`src/rtl/kfpga_config_pkg.sv`:
```
// Shared definitions for the tile configuration loader and the switch box it feeds.
package kfpga_config_pkg;

  localparam int unsigned SB_CONFIG_WIDTH = 24;

  typedef enum logic [1:0] {
    StIdle,
    StLoad,
    StCommit,
    StDone
  } loader_state_e;

  function automatic int unsigned beats(input int unsigned cw, input int unsigned dw);
    return cw / dw;
  endfunction

endpackage

```
`src/rtl/config_shift_register.sv`:
```
// Shadow shift register: new beats enter at the MSB end, old bits leave at the LSB end.
module config_shift_register #(
  parameter int unsigned WIDTH       = 24,
  parameter int unsigned SHIFT_WIDTH = 1
) (
  input  logic                   clock,
  input  logic                   nreset,
  input  logic                   clear,
  input  logic                   shift_en,
  input  logic [SHIFT_WIDTH-1:0] data_in,
  output logic [WIDTH-1:0]       shadow,
  output logic [SHIFT_WIDTH-1:0] shift_out
);

  logic [WIDTH-1:0] shadow_q;
  logic [WIDTH-1:0] shifted;

  if (WIDTH > SHIFT_WIDTH) begin : g_shift
    assign shifted = {data_in, shadow_q[WIDTH-1:SHIFT_WIDTH]};
  end else begin : g_single
    assign shifted = data_in;
  end

  always_ff @(posedge clock or negedge nreset) begin
    if (!nreset) begin
      shadow_q <= '0;
    end else if (clear) begin
      shadow_q <= '0;
    end else if (shift_en) begin
      shadow_q <= shifted;
    end
  end

  assign shadow    = shadow_q;
  assign shift_out = shadow_q[SHIFT_WIDTH-1:0];

endmodule

```
`src/rtl/config_chain_loader.sv`:
```
// Per-tile configuration loader: collects beats into a shadow register and commits the
// whole word atomically to config_out; displaced shadow bits go out on chain_out.
module config_chain_loader
  import kfpga_config_pkg::*;
#(
  parameter int unsigned CONFIG_WIDTH = SB_CONFIG_WIDTH,
  parameter int unsigned DATA_WIDTH   = 1
) (
  input  logic                    clock,
  input  logic                    nreset,
  input  logic                    start,
  input  logic [DATA_WIDTH-1:0]   data_in,
  input  logic                    data_valid,
  output logic                    data_ready,
  output logic [DATA_WIDTH-1:0]   chain_out,
  output logic [CONFIG_WIDTH-1:0] config_out,
  output logic                    config_done,
  output logic                    busy
);

  localparam int unsigned BEATS = beats(CONFIG_WIDTH, DATA_WIDTH);
  localparam int unsigned CNT_W = $clog2(BEATS + 1);

  if (CONFIG_WIDTH % DATA_WIDTH != 0) begin : g_bad_width
    $error("CONFIG_WIDTH must be a multiple of DATA_WIDTH");
  end

  loader_state_e           state_q;
  logic [CNT_W-1:0]        count_q;
  logic [DATA_WIDTH-1:0]   chain_q;
  logic [CONFIG_WIDTH-1:0] config_q;
  logic                    done_q;
  logic                    busy_q;
  logic                    ready_q;

  logic [CONFIG_WIDTH-1:0] shadow;
  logic [DATA_WIDTH-1:0]   shift_out;
  logic                    accept;
  logic                    clear;
  logic                    last_beat;

  // A start in LOAD wins over a beat presented in the same cycle.
  assign accept    = ready_q & data_valid & ~start;
  // Reload from DONE keeps the old shadow so it streams out to the next tile.
  assign clear     = start & ((state_q == StIdle) | (state_q == StLoad));
  assign last_beat = (count_q == CNT_W'(BEATS - 1));

  config_shift_register #(
    .WIDTH      (CONFIG_WIDTH),
    .SHIFT_WIDTH(DATA_WIDTH)
  ) u_shadow (
    .clock    (clock),
    .nreset   (nreset),
    .clear    (clear),
    .shift_en (accept),
    .data_in  (data_in),
    .shadow   (shadow),
    .shift_out(shift_out)
  );

  always_ff @(posedge clock or negedge nreset) begin
    if (!nreset) begin
      state_q  <= StIdle;
      count_q  <= '0;
      chain_q  <= '0;
      config_q <= '0;
      done_q   <= 1'b0;
      busy_q   <= 1'b0;
      ready_q  <= 1'b0;
    end else begin
      unique case (state_q)
        StIdle, StDone: begin
          if (start) begin
            state_q <= StLoad;
            count_q <= '0;
            done_q  <= 1'b0;
            busy_q  <= 1'b1;
            ready_q <= 1'b1;
          end
        end
        StLoad: begin
          if (start) begin
            count_q <= '0;
          end else if (accept) begin
            count_q <= count_q + CNT_W'(1);
            chain_q <= shift_out;
            if (last_beat) begin
              state_q <= StCommit;
              ready_q <= 1'b0;
            end
          end
        end
        StCommit: begin
          config_q <= shadow;
          done_q   <= 1'b1;
          busy_q   <= 1'b0;
          state_q  <= StDone;
        end
        default: state_q <= StIdle;
      endcase
    end
  end

  assign data_ready  = ready_q;
  assign chain_out   = chain_q;
  assign config_out  = config_q;
  assign config_done = done_q;
  assign busy        = busy_q;

endmodule
```
`config.mk`:
```
export PLATFORM = sky130hd
export DESIGN_NAME = config_chain_loader
export DESIGN_NICKNAME = d
export VERILOG_FILES = /design/src/rtl/kfpga_config_pkg.sv /design/src/rtl/config_shift_register.sv /design/src/rtl/config_chain_loader.sv
export SDC_FILE = /design/constraint.sdc
export NUM_CORES = 1
export LEC_CHECK = 0
export BUFFER_PORTS_ARGS = -buffer_cell sky130_fd_sc_hd__buf_2
export CORE_ASPECT_RATIO = 2
export CORE_MARGIN = 8
export CORE_UTILIZATION = 40
export DETAILED_ROUTE_END_ITERATION = 7
export PLACE_DENSITY_LB_ADDON = 0.2
export SLEW_MARGIN = 40
export SYNTH_ARGS = -nofsm -noshare
export SYNTH_HDL_FRONTEND = slang
export SYNTH_SLANG_ARGS = --single-unit
```
`constraint.sdc`:
```
create_clock -name clock -period 1.4 [get_ports clock]
set_input_delay 0.35 -clock clock [delete_from_list [all_inputs] [get_ports clock]]
set_output_delay 0.35 -clock clock [all_outputs]
set_load 0.05 [all_outputs]
```
* Word-level counts from Yosys, hierarchy flattened
Index checks and enable logic that the tools add are counted. Widths: inputs -> output; s select.
Cells by class: bitwise logic cells 5, mux-type cells 19, add/subtract/negate cells 1, reductions and logical operators 10, equal/unequal tests 9
Operators with widths (number):
- $mux 24 | 2
- $mux 5 | 3
- $pmux 5 s2 | 1
- $mux 2 | 4
- $ne 2x2->1 const B | 4
- $pmux 1 s2 | 3
- $pmux 2 s3 | 1
- $reduce_and 3->1 | 2
- $reduce_bool 2->1 | 3
- $add 5x1->5 const B | 1
- $eq 5x5->1 const B | 1
- $mux 1 | 5
- $reduce_and 5->1 | 1
- $eq 2x2->1 const B | 2
- $reduce_and 4->1 | 1
- $and 1x1->1 | 3
- $ne 3x3->1 const B | 1
- $eq 2x1->1 const B | 1
- $logic_not 2->1 | 1
- $reduce_and 2->1 | 1
- $reduce_or 2->1 | 1
- $not 1->1 | 1
- $or 1x1->1 | 1
Storage, ports and cells: flip-flop bits (word level) 59

* Longest topological paths before layout
Gate-level depths: netlist of the first run.
depth in word-level cells 5, gate-level depth with buffers 6

* By module
Synthesis of the first run repeated with hierarchy kept, for this count alone.
Unflattened totals: cell total of the unflattened synthesis 203, area, all modules 2615.0 µm²
By module, submodules not included:
- config_chain_loader | cells each 125, area each 1617.8 µm², seq. area each 875.8 µm², times used 1
- config_shift_register | cells each 78, area each 997.2 µm², seq. area each 600.6 µm², times used 1

* Worst setup path after synthesis of the first run
OpenSTA, ideal clock, no wires.
kind reg2reg, start point register ready_q (netlist: data_ready), end point register state_q[1], library setup time 0.125 ns, stages on the path, launching flop included 5, setup slack -0.203 ns, required time 1.275 ns, arrival time 1.478 ns, period minus slack after synthesis 1.603 ns, cell sequence dfrtp_1 nand4_2 nor4_4 a21oi_2 mux2_4
Between the ends: cells in the longest elaborated chain, start to end 4
Ends and longest elaborated chain:
- start, declared | line config_chain_loader.sv:34 | logic ready_q;
- start signal, assigned | line config_chain_loader.sv:69 | ready_q <= 1'b0;
- start signal, assigned | line config_chain_loader.sv:78 | ready_q <= 1'b1;
- start signal, assigned | line config_chain_loader.sv:89 | ready_q <= 1'b0;
- $and 1x1->1 (2 in a row) | line config_chain_loader.sv:43 | assign accept = ready_q & data_valid & ~start;
- $ne 2x2->1 (no line)
- $reduce_and 4->1 (no line)
- end signal, assigned | line config_chain_loader.sv:63 | state_q <= StIdle;
- end signal, assigned | line config_chain_loader.sv:74 | state_q <= StLoad;
- end signal, assigned | line config_chain_loader.sv:88 | state_q <= StCommit;
- end, declared | line config_chain_loader.sv:28 | loader_state_e state_q;
Every way passes these cells. A chain may end at the register's enable or synchronous reset.

* Worst setup path in the final report of the first run
start point register state_q[0], end point register state_q[1]
Between the ends: cells in the longest elaborated chain, start to end 4, elaborated cells between the ends (all ways) 11
Ends and longest elaborated chain:
- $eq 2x2->1 / $logic_not 2->1 (equally long branches) | line config_chain_loader.sv:71 | unique case (state_q)
- $reduce_or 2->1 | line config_chain_loader.sv:71
- $ne 2x2->1 (no line)
- $reduce_and 4->1 (no line)
Parallel ways exist; a longest one is shown, timed or not.

==> results of run 1 <==
## stage by stage
stage	setup TNS [ns]	total power, uW	area [sq um]	utilization
after floorplan	-0.360	1750	2510	-
after CTS	-0.379	3800	3280	0.546
after detailed placement	-2.04	1810	2920	0.487
final	-0.390	3750	3340	0.556
after global placement	-1.35	1810	2920	0.487
after global routing	-1.57	3890	3340	0.556
## worst paths after layout
kind,from,end,depth (start not counted)
worst max register to register,state_q[0],state_q[1],6
worst max-delay path,state_q[0],state_q[1],6
worst min register to register,config_out[14],config_out[14],1
min in group clock,data_in,u_shadow.shadow[23],2
max in group asynchronous,nreset,u_shadow.shadow[13],2
worst min-delay path,nreset,busy,2
## power by group
part	switching, uW	internal (uW)	leakage [uW]	total (uW)
Sequential	0.000000000000241	1710	0.000813	1710
Clock	687	1270	0.000131	1950
Combinational	60.7	22.1	0.000691	82.8
Total	748	3000	0.00163	3750
## metal layers
layer  up-vias  wire length, um
met5         -                0
met4         0               84
met3         5              130
met2        20             2890
met1       898             2160
li1        878                -
## state kept, by name, summed over array words and instances, names as in the netlist
signal and flops:
u_shadow.shadow 24, data_ready 1, config_done 1, state_q 2, chain_out 1, count_q 5
config_out 24, busy 1
## timing repair
item                                    4_1_cts  5_1_grt
hold endpoints to repair                      0        0
setup buffers                                 2        2
gates cloned                                  1        0
gates resized for setup                      18       14
endpoints found under the setup margin       36       47
pin swaps                                     3        4
## cells in the final DEF, fill, tap and decap left out, types with 2 or more instances in the layout
cell / n
sky130_fd_sc_hd__nand2b_1: 2
sky130_fd_sc_hd__ha_2: 2
sky130_fd_sc_hd__nor4_4: 2
sky130_fd_sc_hd__o21ai_0: 2
sky130_fd_sc_hd__a21oi_2: 8
sky130_fd_sc_hd__nor2_4: 3
sky130_fd_sc_hd__inv_2: 2
sky130_fd_sc_hd__o21ai_1: 2
sky130_fd_sc_hd__ha_4: 2
sky130_fd_sc_hd__nand2_1: 47
sky130_fd_sc_hd__dfrtp_1: 58
sky130_fd_sc_hd__a21oi_1: 22
sky130_fd_sc_hd__buf_12: 3
sky130_fd_sc_hd__buf_6: 3
sky130_fd_sc_hd__clkbuf_16: 9
sky130_fd_sc_hd__mux2_2: 24
sky130_fd_sc_hd__buf_2: 32
sky130_fd_sc_hd__buf_8: 2
sky130_fd_sc_hd__clkbuf_8: 2
sky130_fd_sc_hd__nand3_1: 3
sky130_fd_sc_hd__a22o_1: 3
sky130_fd_sc_hd__buf_4: 22
sky130_fd_sc_hd__nor2_1: 4
sky130_fd_sc_hd__mux2_4: 2
sky130_fd_sc_hd__inv_1: 3
## cells by family after synthesis
logic type | synth area share
and+or+nand+nor | 0.131
buffers and inverters | 0.0267
adders and majority gates | 0.0252
DFF | 0.595
AOI/OAI and AO/OA | 0.0993
muxes | 0.123
## worst max-delay path: cells and delay by family, from the launching register on
| family | cells | cell delay [ns] |
|---|---|---|
| compound gates | 1 | 0.08 |
| fa+ha+maj | 1 | 0.32 |
| buf+inv | 1 | 0.06 |
| flops | 1 | 0.36 |
| mux | 1 | 0.30 |
| simple gates | 2 | 0.25 |
## layout make-up
class                      count  area share
inverter                       5     0.00562
sequential                    59       0.443
tap                           63      0.0236
clock inverter                 2     0.00375
timing repair buffer          62       0.135
multi-input combinational    145       0.313
clock buffer                  12      0.0769
==> results by stage, run 1 <==
Status:
- The flow ran to the end, but the final reports show violations.
- The checks that failed: setup timing.

Floorplan:
- In this run the vertical extent of the chip is 127 um.
- The overall die area is 0.00914 sq mm.
- The die width is 71.7 um.
- The floorplan has 40 rows.
- The I/O pin count is 33.
- The initial utilization of the core area, before any placement, comes to 0.413.
- The floorplan core area is 0.00601 sq mm.

Synthesis:
- The async set-or-reset flop fraction in the synthesized netlist is 1.00.
- In the synthesized netlist the dominant register cell turns out to be sky130_fd_sc_hd__dfrtp_1.
- The number of enable-type register cells in the synthesized netlist is 0.
- The commonest cells after synthesis are sky130_fd_sc_hd__dfrtp_1 (59), sky130_fd_sc_hd__nand2_1 (48), sky130_fd_sc_hd__a21oi_1 (29), sky130_fd_sc_hd__mux2_2 (25), sky130_fd_sc_hd__buf_2 (8).
- sky130_fd_sc_hd__dfrtp_1 is the most common cell in the netlist.
- The post-synth net total is 229.
- The top-area cell type share of the netlist area is 0.595.
- Yosys attributes the largest share of cell area to sky130_fd_sc_hd__dfrtp_1 (59%), sky130_fd_sc_hd__mux2_2 (11%), sky130_fd_sc_hd__nand2_1 (7.3%), sky130_fd_sc_hd__a21oi_1 (5.8%), sky130_fd_sc_hd__ha_1 (2.5%).
- After synthesis, the netlist uses 31 different library cells.
- Counting flops and latches in the post-synthesis netlist gives 59.
- After technology mapping, the gate count stands at 219.
- Yosys printed 0 warnings.
- The sequential fraction of the synthesis area is 0.595.
- The total standard cell area after synthesis is 0.00248 sq mm.
- The leading area contributor after synthesis is sky130_fd_sc_hd__dfrtp_1.
- Dividing the synthesized area by the synthesized cell count gives 11.3 sq um.

Min path:
- The tightest min-delay check is of the in2async type.

Drt:
- The number of iterations in the first detailed-routing pass is 4.
- Detailed routing inserted a total of 1801 vias.
- After detailed routing, the number of vias per cell comes to 5.18.
- After detailed routing, the number of remaining DRC violations is 0.
- The total length of routed wires is 5.27 mm.
- After detailed routing, the average wire length per cell comes to 15.1 um.
- The post-route antenna net violation count is 0.
- After the first detailed-routing iteration, the DRC count stood at 67.

Global routing:
- The global routing stage identified its most utilized layer as met2.
- The fraction of met1 tracks used by global routing is 0.135.
- The number of global-route vias before repair is 1884.
- Summed over all layers, the global routing overflow is 0.
- The initial antenna violation count is 0.
- In the global route stage, met3 resource usage came out at 0.0321.
- Entering global routing, the biggest net connects 60 pins.
- For this run, global-route usage on met2 was measured as 0.221.
- Across every metal layer, demand over resource in global routing totals 0.128.
- The first global-routing pass estimated 9.11 mm of wire.

STA:
- For the pin with the worst max-slew slack, the measured transition is 0.317 ns.
- The largest clock skew in the final design is 0.00909 ns.
- Setup slack on the critical path of the routed design comes to -0.0955 ns.
- Setup repair after global routing could not meet its margin everywhere.
- The count of final setup violators is 8.
- The final count of pins violating max slew is 0.
- The worst hold slack is 0.0200 ns.
- The headroom to the max-slew limit is 0.789.
- The final-report hold violation count was 0.
- The time the final worst path needs with I/O delays and setup is 1.50 ns.
- Static timing analysis puts the maximum clock frequency at 669 MHz.
- The post-route fraction of the period consumed by the critical path is 1.07.

Clocking:
- The clock drives 59 sinks.
- The clock tree root driver cell is sky130_fd_sc_hd__clkbuf_16.
- The count of H-tree levels built during CTS is 3.
- The hold-fix buffer count after cts is 0.
- Clock-pin slew was measured on the worst setup and hold paths at 0.05 ns.
- At the later pin of the worst-skew pair, clock insertion delay measures 0.32 ns.
- The CTS tree is built.
- The number of buffers created by CTS is 9.
- The buffer levels on the longest clock path is 2.

Setup path:
- The data arrival time of the critical path is 1.69 ns.
- The required arrival time at the worst endpoint is 1.60 ns.
- The capturing element type of the critical path is a register.
- The flop-to-flop setup slack is -0.1 ns.
- Of all nets on the critical path, the largest fanout is 7.
- STA classifies the critical path startpoint as a register.
- The delay of the slowest critical-path stage is 0.36 ns.
- Walking the worst path, the cells encountered are inv_2, ha_4, nand2_2, nor4_4, a21oi_2, mux2_4.
- The critical path class is reg2reg.
- On the critical path, the stage with the largest delay is an instance of sky130_fd_sc_hd__dfrtp_1.

Power and ir drop:
- For this design the ratio of total power to cell area is 1120 mW/mm^2.
- The worst-case vdd ir drop is 0.000764 V.
- The leakage power is 0.00163 uW.

Placement:
- Timing analysis after detailed placement gives a worst setup slack of -0.108 ns.
- The number of buffers inserted by port buffering is 32.
- The congestion estimate from routability-driven global placement came to 0.841.
- The HPWL reported at the end of detailed placement is 3.59 mm.
- The cell count after placement is 330.

Job:
- The total of max-cap violations is 0.

Layout:
- The layout has 528 filler cells.
- Compared with the post-synthesis result, the final layout area differs by 34.4%.
- In the final layout, the multi-input gates occupy 0.00104 sq mm.
- The register area is 0.00148 sq mm.
- The final layout net count is 292.
- The number of antenna diodes in the final layout is 0.
- The layout cell share with drive strength beyond 1 is 0.446.
- The number of cells in the finished layout apart from fillers is 348.
Power figures use the tool's default switching activity.
==> run 2, diff against run 1 <==
SKIP_CTS_REPAIR_TIMING = 1   (was unset)
==> run 2 against run 1 <==
Critical path type unchanged. The run still ends with setup timing left. Largest cell class unchanged. Sequential share of layout area increased by 0.66 points. Highest routed layer unchanged. Sequential cell count unchanged. Combinational power decreased by 6.4%.
==> results by stage, run 2 (synthesis results as in run 1) <==
Status:
- The flow ran to the end, but the final reports show violations.
- The final reports fail on setup timing.

Layout:
- The most common library cell in the layout ignoring fill and taps is sky130_fd_sc_hd__dfrtp_1.
- The register area is 0.00148 sq mm (unchanged).
- The layout cell share with drive strength beyond 1 is 0.409 (-0.0365).
- The filler cell count in the final layout came to 531 (+0.57%).
- The area of the multi-input gates is 991 sq um (-5.0%).
- The library cells used most frequently in the layout, excluding fill and tap cells, are sky130_fd_sc_hd__dfrtp_1 (58), sky130_fd_sc_hd__nand2_1 (48), sky130_fd_sc_hd__buf_2 (32), sky130_fd_sc_hd__a21oi_1 (29), sky130_fd_sc_hd__mux2_2 (25).
- The total inserted antenna cells is 0 (unchanged).
- The design area is 0.00329 sq mm (-1.5%).
- The final layout net count is 293 (+0.34%).
- The signed area change from the synthesized netlist to the final layout is 32.5%.

Global routing:
- The pin count of the biggest net entering global routing came to 60 (unchanged).
- The first-pass GRT wire length is 8.96 mm (-1.6%).
- The overall global routing resource usage is 0.125 (-0.00274).
- The final global-route overflow total was 0 (unchanged).
- The number of global-route vias before repair came to 1856 (-1.5%).
- The initial antenna violation count is 0 (unchanged).

Setup path:
- The required arrival time at the worst endpoint is 1.60 ns (about the same).
- The delay of the slowest critical-path stage is 0.39 ns (+0.03 ns).
- The worst-path maximum fanout is 7 (unchanged).
- The critical path buffer and inverter count was 1 (unchanged).
- The data arrival time of the critical path is 1.73 ns (+0.04 ns).
- The critical path class is reg2reg.
- The flop-to-flop setup slack is -0.13 ns (-0.03 ns).
- The capturing element type of the critical path is a register.
- The family with the most delay on the worst path is flip-flops.
- The worst setup path is launched from a register.
- The slowest library cell on the worst path is sky130_fd_sc_hd__dfrtp_1.
- The signal on the critical path passes through inv_2, ha_4, nor2_1, a21oi_1, a21oi_2, mux2_4.

Clocking:
- The number of buffers created by CTS is 9 (unchanged).
- The buffer levels on the longest clock path is 2 (unchanged).
- TritonCTS built the clock tree.
- The clock tree root driver cell is sky130_fd_sc_hd__clkbuf_16.
- The insertion delay of the later-clocked pin in the worst-skew pair came to 0.32 ns (about the same).
- The total number of clock tree sinks is 59 (unchanged).
- The count of H-tree levels built during CTS came to 3 (unchanged).
- The clock edge transition at the registers on the reported setup and hold paths is 0.05 ns (about the same).

Power and ir drop:
- The power density over the cells came to 1140 mW/mm^2 (+1.4%).
- The internal portion of total power came to 3000 uW (about the same).
- The leakage power came to 0.00164 uW (about the same).
- The switching part of the total was 0.200 (about the same).
- The share of total power in sequential cells came to 0.456 (about the same).
- The power dissipated by switching net loads is 748 uW (about the same).
- The portion of total power attributed to the clock network is 0.523 (about the same).
- The part of the total power dissipated in combinational logic is 0.021 (about the same).
- The worst-case vdd ir drop came to 0.000795 V (+4.0%).

STA:
- The post-route fraction of the period consumed by the critical path came to 1.09 (+0.0228).
- The count of final setup violators is 7 (-1).
- The largest clock skew in the final design is 0.00898 ns (-0.000116 ns).
- The headroom to the max-slew limit is 0.788 (-0.00113).
- The time the final worst path needs with I/O delays and setup is 1.53 ns (+0.0319 ns).
- The measured slew at the worst slew-check pin is 0.318 ns (+0.00169 ns).
- The final-report hold violation count was 0 (unchanged).
- The setup slack of the critical path after layout is -0.127 ns (-0.0319 ns).
- The fmax came to 655 MHz (-2.1%).
- The final count of pins violating max slew came to 0 (unchanged).
- Setup repair after global routing could not meet its margin everywhere.

Placement:
- The setup slack after placement is -0.108 ns (unchanged).
- The number of buffers inserted by port buffering was 32 (unchanged).
- The routability congestion estimate came to 0.841 (unchanged).
- The HPWL reported at the end of detailed placement is 3.59 mm (unchanged).
- The placement-stage cell area was 0.00292 sq mm (unchanged).

Drt:
- The detailed-routing wirelength on met1 is 2.13 mm (-1.6%).
- The per-cell routed wire length is 15.0 um (-0.53%).
- The DRC violations left is 0 (unchanged).
- The number of iterations in the first detailed-routing pass came to 4 (unchanged).
- The via count of the routed design was 1796 (-0.28%).
- The detailed-route vias per instance is 5.15 (-0.56%).
- The highest layer touched by signal routing is met4.
- The total length of routed wires is 5.25 mm (-0.25%).
- The post-route antenna net violation count is 0 (unchanged).
- The routed wire length on met3 is 148 um (+14%).
- The violation count after the first detailed-routing iteration was 83 (+24%).
- The met2 routed wirelength is 2.87 mm (-0.83%).

Min path:
- The min-delay analysis places its worst path in the category in2async.

Floorplan:
- The overall die area was 0.00914 sq mm (unchanged).
- The die extent in y is 127 um (unchanged).
- The I/O pin count is 33 (unchanged).
- The starting density of the core is 0.413 (unchanged).
- The number of core rows came to 40 (unchanged).
- The floorplan core area was 0.00601 sq mm (unchanged).
- The die width is 71.7 um (unchanged).

Job:
- The total of max-cap violations is 0 (unchanged).
run 2: layout make-up:
type / instances / share of cell area
timing repair buffer: 63 / 0.138
tap: 63 / 0.0240
sequential: 59 / 0.449
multi-input combinational: 145 / 0.301
clock inverter: 2 / 0.00381
clock buffer: 12 / 0.0780
inverter: 5 / 0.00571
run 2: worst paths after layout:
check | startpoint | cells past startpoint | to
setup reg to reg | state_q[0] | 6 | state_q[1]
hold / removal | nreset | 2 | busy
setup / recovery | state_q[0] | 6 | state_q[1]
min in group clock | data_in | 2 | u_shadow.shadow[23]
max in group asynchronous | nreset | 2 | u_shadow.shadow[13]
hold reg to reg | config_out[17] | 1 | config_out[17]
run 2: per-stage QoR:
stage / power, uW / hold WS [ns] / setup TNS, ns / utilization / instances
after floorplan: 1750 / 0.0544 / -0.360 / - / 219
final: 3740 / 0.0191 / -0.443 / 0.548 / 349
after global routing: 3890 / 0.0539 / -2.43 / 0.548 / 349
after detailed placement: 1810 / 0.379 / -2.04 / 0.487 / 330
after global placement: 1810 / 0.376 / -1.35 / 0.487 / 330
after CTS: 3790 / 0.0364 / -2.49 / 0.531 / 344
run 2: metal layers:
layer,vias to the layer above,global-route usage
met1,886,0.132
met2,24,0.215
met3,8,0.0321
met4,0,0.0764
met5,-,0
li1,878,-
run 2: power by group through the flow:
stage | clock network [uW] | registers [uW] | logic, uW
2_1_floorplan | 0 | 1740 | 17.7
4_1_cts | 2010 | 1710 | 78.5
3_5_place_dp | 0 | 1740 | 78.5
6_report | 1960 | 1710 | 77.5
3_3_place_gp | 0 | 1740 | 78.3
5_1_grt | 2090 | 1710 | 89.6
==> run 3, diff against run 2 <==
CORE_MARGIN = 2   (was 8)
CORE_UTILIZATION = 51   (was 40)
==> run 3 against run 2 <==
The run ends with hold timing, setup timing left. Die area is 40% lower. Combinational power up 12%. Final cell count down 1.4%. Sequential cell count did not move. Power decreased by 11%. Core utilization rose by 13 points. Maximum frequency shrank 3.9%. Non-clock buffer count decreased by 1. Sequential share of layout area is 0.59 points higher.
==> results by stage, run 3 (synthesis results as in run 1) <==
Status:
- The run finished, with violations left.
- The checks that failed: hold timing, setup timing.

Placement:
- The setup slack after placement is -0.140 ns (-0.0318 ns).
- The routability congestion estimate is 0.912 (+8.5%).
- The placement-stage cell area is 0.00287 sq mm (-1.7%).
- The HPWL reported at the end of detailed placement is 3.15 mm (-13%).
- The number of buffers inserted by port buffering is 32 (unchanged).

Global routing:
- The pin count of the biggest net entering global routing came to 60 (unchanged).
- The initial antenna violation count is 0 (unchanged).
- The final global-route overflow total was 0 (unchanged).
- The met3 track demand over resource came to 0.0609 (+0.0287).
- The most utilized layer in the global route result is met2.
- The number of global-route vias before repair is 1693 (-8.8%).
- The first-pass GRT wire length is 7.49 mm (-16%).
- The overall global routing resource usage was 0.190 (+0.0647).
- The met2 track demand over resource is 0.280 (+0.0647).
- The fraction of met1 tracks used by global routing is 0.241 (+0.109).

STA:
- The setup slack of the critical path after layout is -0.189 ns (-0.0617 ns).
- The worst hold slack is -0.00881 ns (-0.0279 ns).
- The fmax is 629 MHz (-3.9%).
- The largest clock skew in the final design is 0.0104 ns (+0.00140 ns).
- The count of final setup violators is 31 (+24).
- The final count of pins violating max slew is 0 (unchanged).
- The post-route fraction of the period consumed by the critical path is 1.14 (+0.0441).
- The final-report hold violation count was 6 (+6).
- The headroom to the max-slew limit is 0.797 (+0.00958).
- The measured slew at the worst slew-check pin was 0.304 ns (-0.0144 ns).
- Setup repair after global routing could not meet its margin everywhere.
- The time the final worst path needs with I/O delays and setup was 1.59 ns (+0.0617 ns).

Drt:
- The detailed-route vias per instance was 5.32 (+3.4%).
- The violation count after the first detailed-routing iteration is 31 (-63%).
- The number of iterations in the first detailed-routing pass was 4 (unchanged).
- The per-cell routed wire length is 14.5 um (-3.8%).
- The total length of routed wires came to 4.98 mm (-5.2%).
- The DRC violations left was 0 (unchanged).
- The post-route antenna net violation count is 0 (unchanged).
- The via count of the routed design is 1830 (+1.9%).

Floorplan:
- The I/O pin count is 33 (unchanged).
- The starting density of the core came to 0.520 (+0.107).
- The floorplan core area is 0.00477 sq mm (-20%).
- The overall die area is 0.00548 sq mm (-40%).
- The number of core rows is 36 (-10%).
- The die extent in y is 103 um (-19%).
- The die width is 53.3 um (-26%).

Setup path:
- The worst-path maximum fanout is 6 (-1).
- The data arrival time of the critical path came to 1.81 ns (+0.08 ns).
- STA classifies the critical path endpoint as a register.
- The worst setup path is of the reg2reg kind.
- The required arrival time at the worst endpoint came to 1.63 ns (+0.03 ns).
- The element type at the critical path start is a register.

Layout:
- The layout cell share with drive strength beyond 1 is 0.422 (+0.0125).
- The most common library cell in the layout ignoring fill and taps is sky130_fd_sc_hd__dfrtp_1.
- The top cell types in the final layout, fill and taps aside, are sky130_fd_sc_hd__dfrtp_1 (58), sky130_fd_sc_hd__nand2_1 (47), sky130_fd_sc_hd__buf_2 (31), sky130_fd_sc_hd__a21oi_1 (27), sky130_fd_sc_hd__mux2_2 (25).
- The filler cell count in the final layout is 375 (-29%).
- The design area was 0.00325 sq mm (-1.3%).
- The utilization after layout is 0.680 (+0.132).
- The final layout net count came to 292 (-0.34%).
- From synthesis to final layout, the design area changed by 30.7%.
- The total inserted antenna cells is 0 (unchanged).

Clocking:
- TritonCTS built the clock tree.
- The buffer levels on the longest clock path is 2 (unchanged).
- The number of buffers created by CTS came to 9 (unchanged).
- The count of H-tree levels built during CTS is 3 (unchanged).
- The root buffer cell chosen for the clock tree is sky130_fd_sc_hd__clkbuf_8.
- The total number of clock tree sinks is 59 (unchanged).
- The insertion delay of the later-clocked pin in the worst-skew pair is 0.34 ns (+0.02 ns).
- The clock edge transition at the registers on the reported setup and hold paths was 0.07 ns (+0.02 ns).

Power and ir drop:
- The worst-case vdd ir drop is 0.000835 V (+5.1%).
- The leakage power is 0.00160 uW (-2.0%).
- The power density over the cells was 1020 mW/mm^2 (-10%).
- The total power is 3320 uW (-11%).

Job:
- The total of max-cap violations is 0 (unchanged).

Min path:
- The path class of the tightest hold or removal check is in2async.
## run 3: cell types whose count changed in the layout (fill, tap and decap cells not counted), moves of 2 or more
cell,before,now
sky130_fd_sc_hd__clkbuf_16,9,2
sky130_fd_sc_hd__a21oi_2,1,3
sky130_fd_sc_hd__a21oi_1,29,27
sky130_fd_sc_hd__clkbuf_8,2,10
## run 3: layer usage
layer,vias to the layer above,part of all wire
met1,903,0.43
met4,0,0.029
met5,-,0
met3,11,0.032
li1,880,-
met2,36,0.51
## run 3: worst paths after layout
path	from	to	slack [ns]	cells after the start
max in group asynchronous	nreset	count_q[1]	1.15	2
min in group clock	data_in	u_shadow.shadow[23]	0.24	2
setup reg to reg	state_q[0]	state_q[1]	-0.19	6
hold / removal	nreset	count_q[2]	-0.009	2
setup / recovery	state_q[0]	state_q[1]	-0.19	6
hold reg to reg	config_out[23]	config_out[23]	0.50	1
## run 3: worst max-delay path, stage by stage, from the launching register on
cell and delay [ns]:
sky130_fd_sc_hd__dfrtp_1 0.39, sky130_fd_sc_hd__inv_2 0.07, sky130_fd_sc_hd__ha_4 0.30, sky130_fd_sc_hd__nand2_2 0.07, sky130_fd_sc_hd__nor4_4 0.26, sky130_fd_sc_hd__a21oi_2 0.08, sky130_fd_sc_hd__mux2_4 0.30
## run 3: area by class of cell
type | count | area [sq um] | area share
Clock buffer | 12 | 145 | 0.0447
Tap cell | 57 | 71.3 | 0.0220
Timing Repair Buffer | 62 | 479 | 0.148
Sequential cell | 59 | 1480 | 0.455
Clock inverter | 4 | 50.0 | 0.0154
Inverter | 5 | 18.8 | 0.00578
Multi-Input combinational cell | 145 | 1000 | 0.309
## run 3: where the power goes
| group | internal [uW] | switching, uW |
|---|---|---|
| Clock | 868 | 656 |
| Sequential | 1700 | 0.000000000000284 |
| Combinational | 27.8 | 59.2 |
| Total | 2600 | 715 |
## run 3: metrics by stage
stage	cells	setup TNS, ns
after floorplan	219	-0.360
after global placement	320	-0.721
after detailed placement	320	-1.56
after CTS	336	-1.97
after global routing	344	-3.99
final	344	-1.33
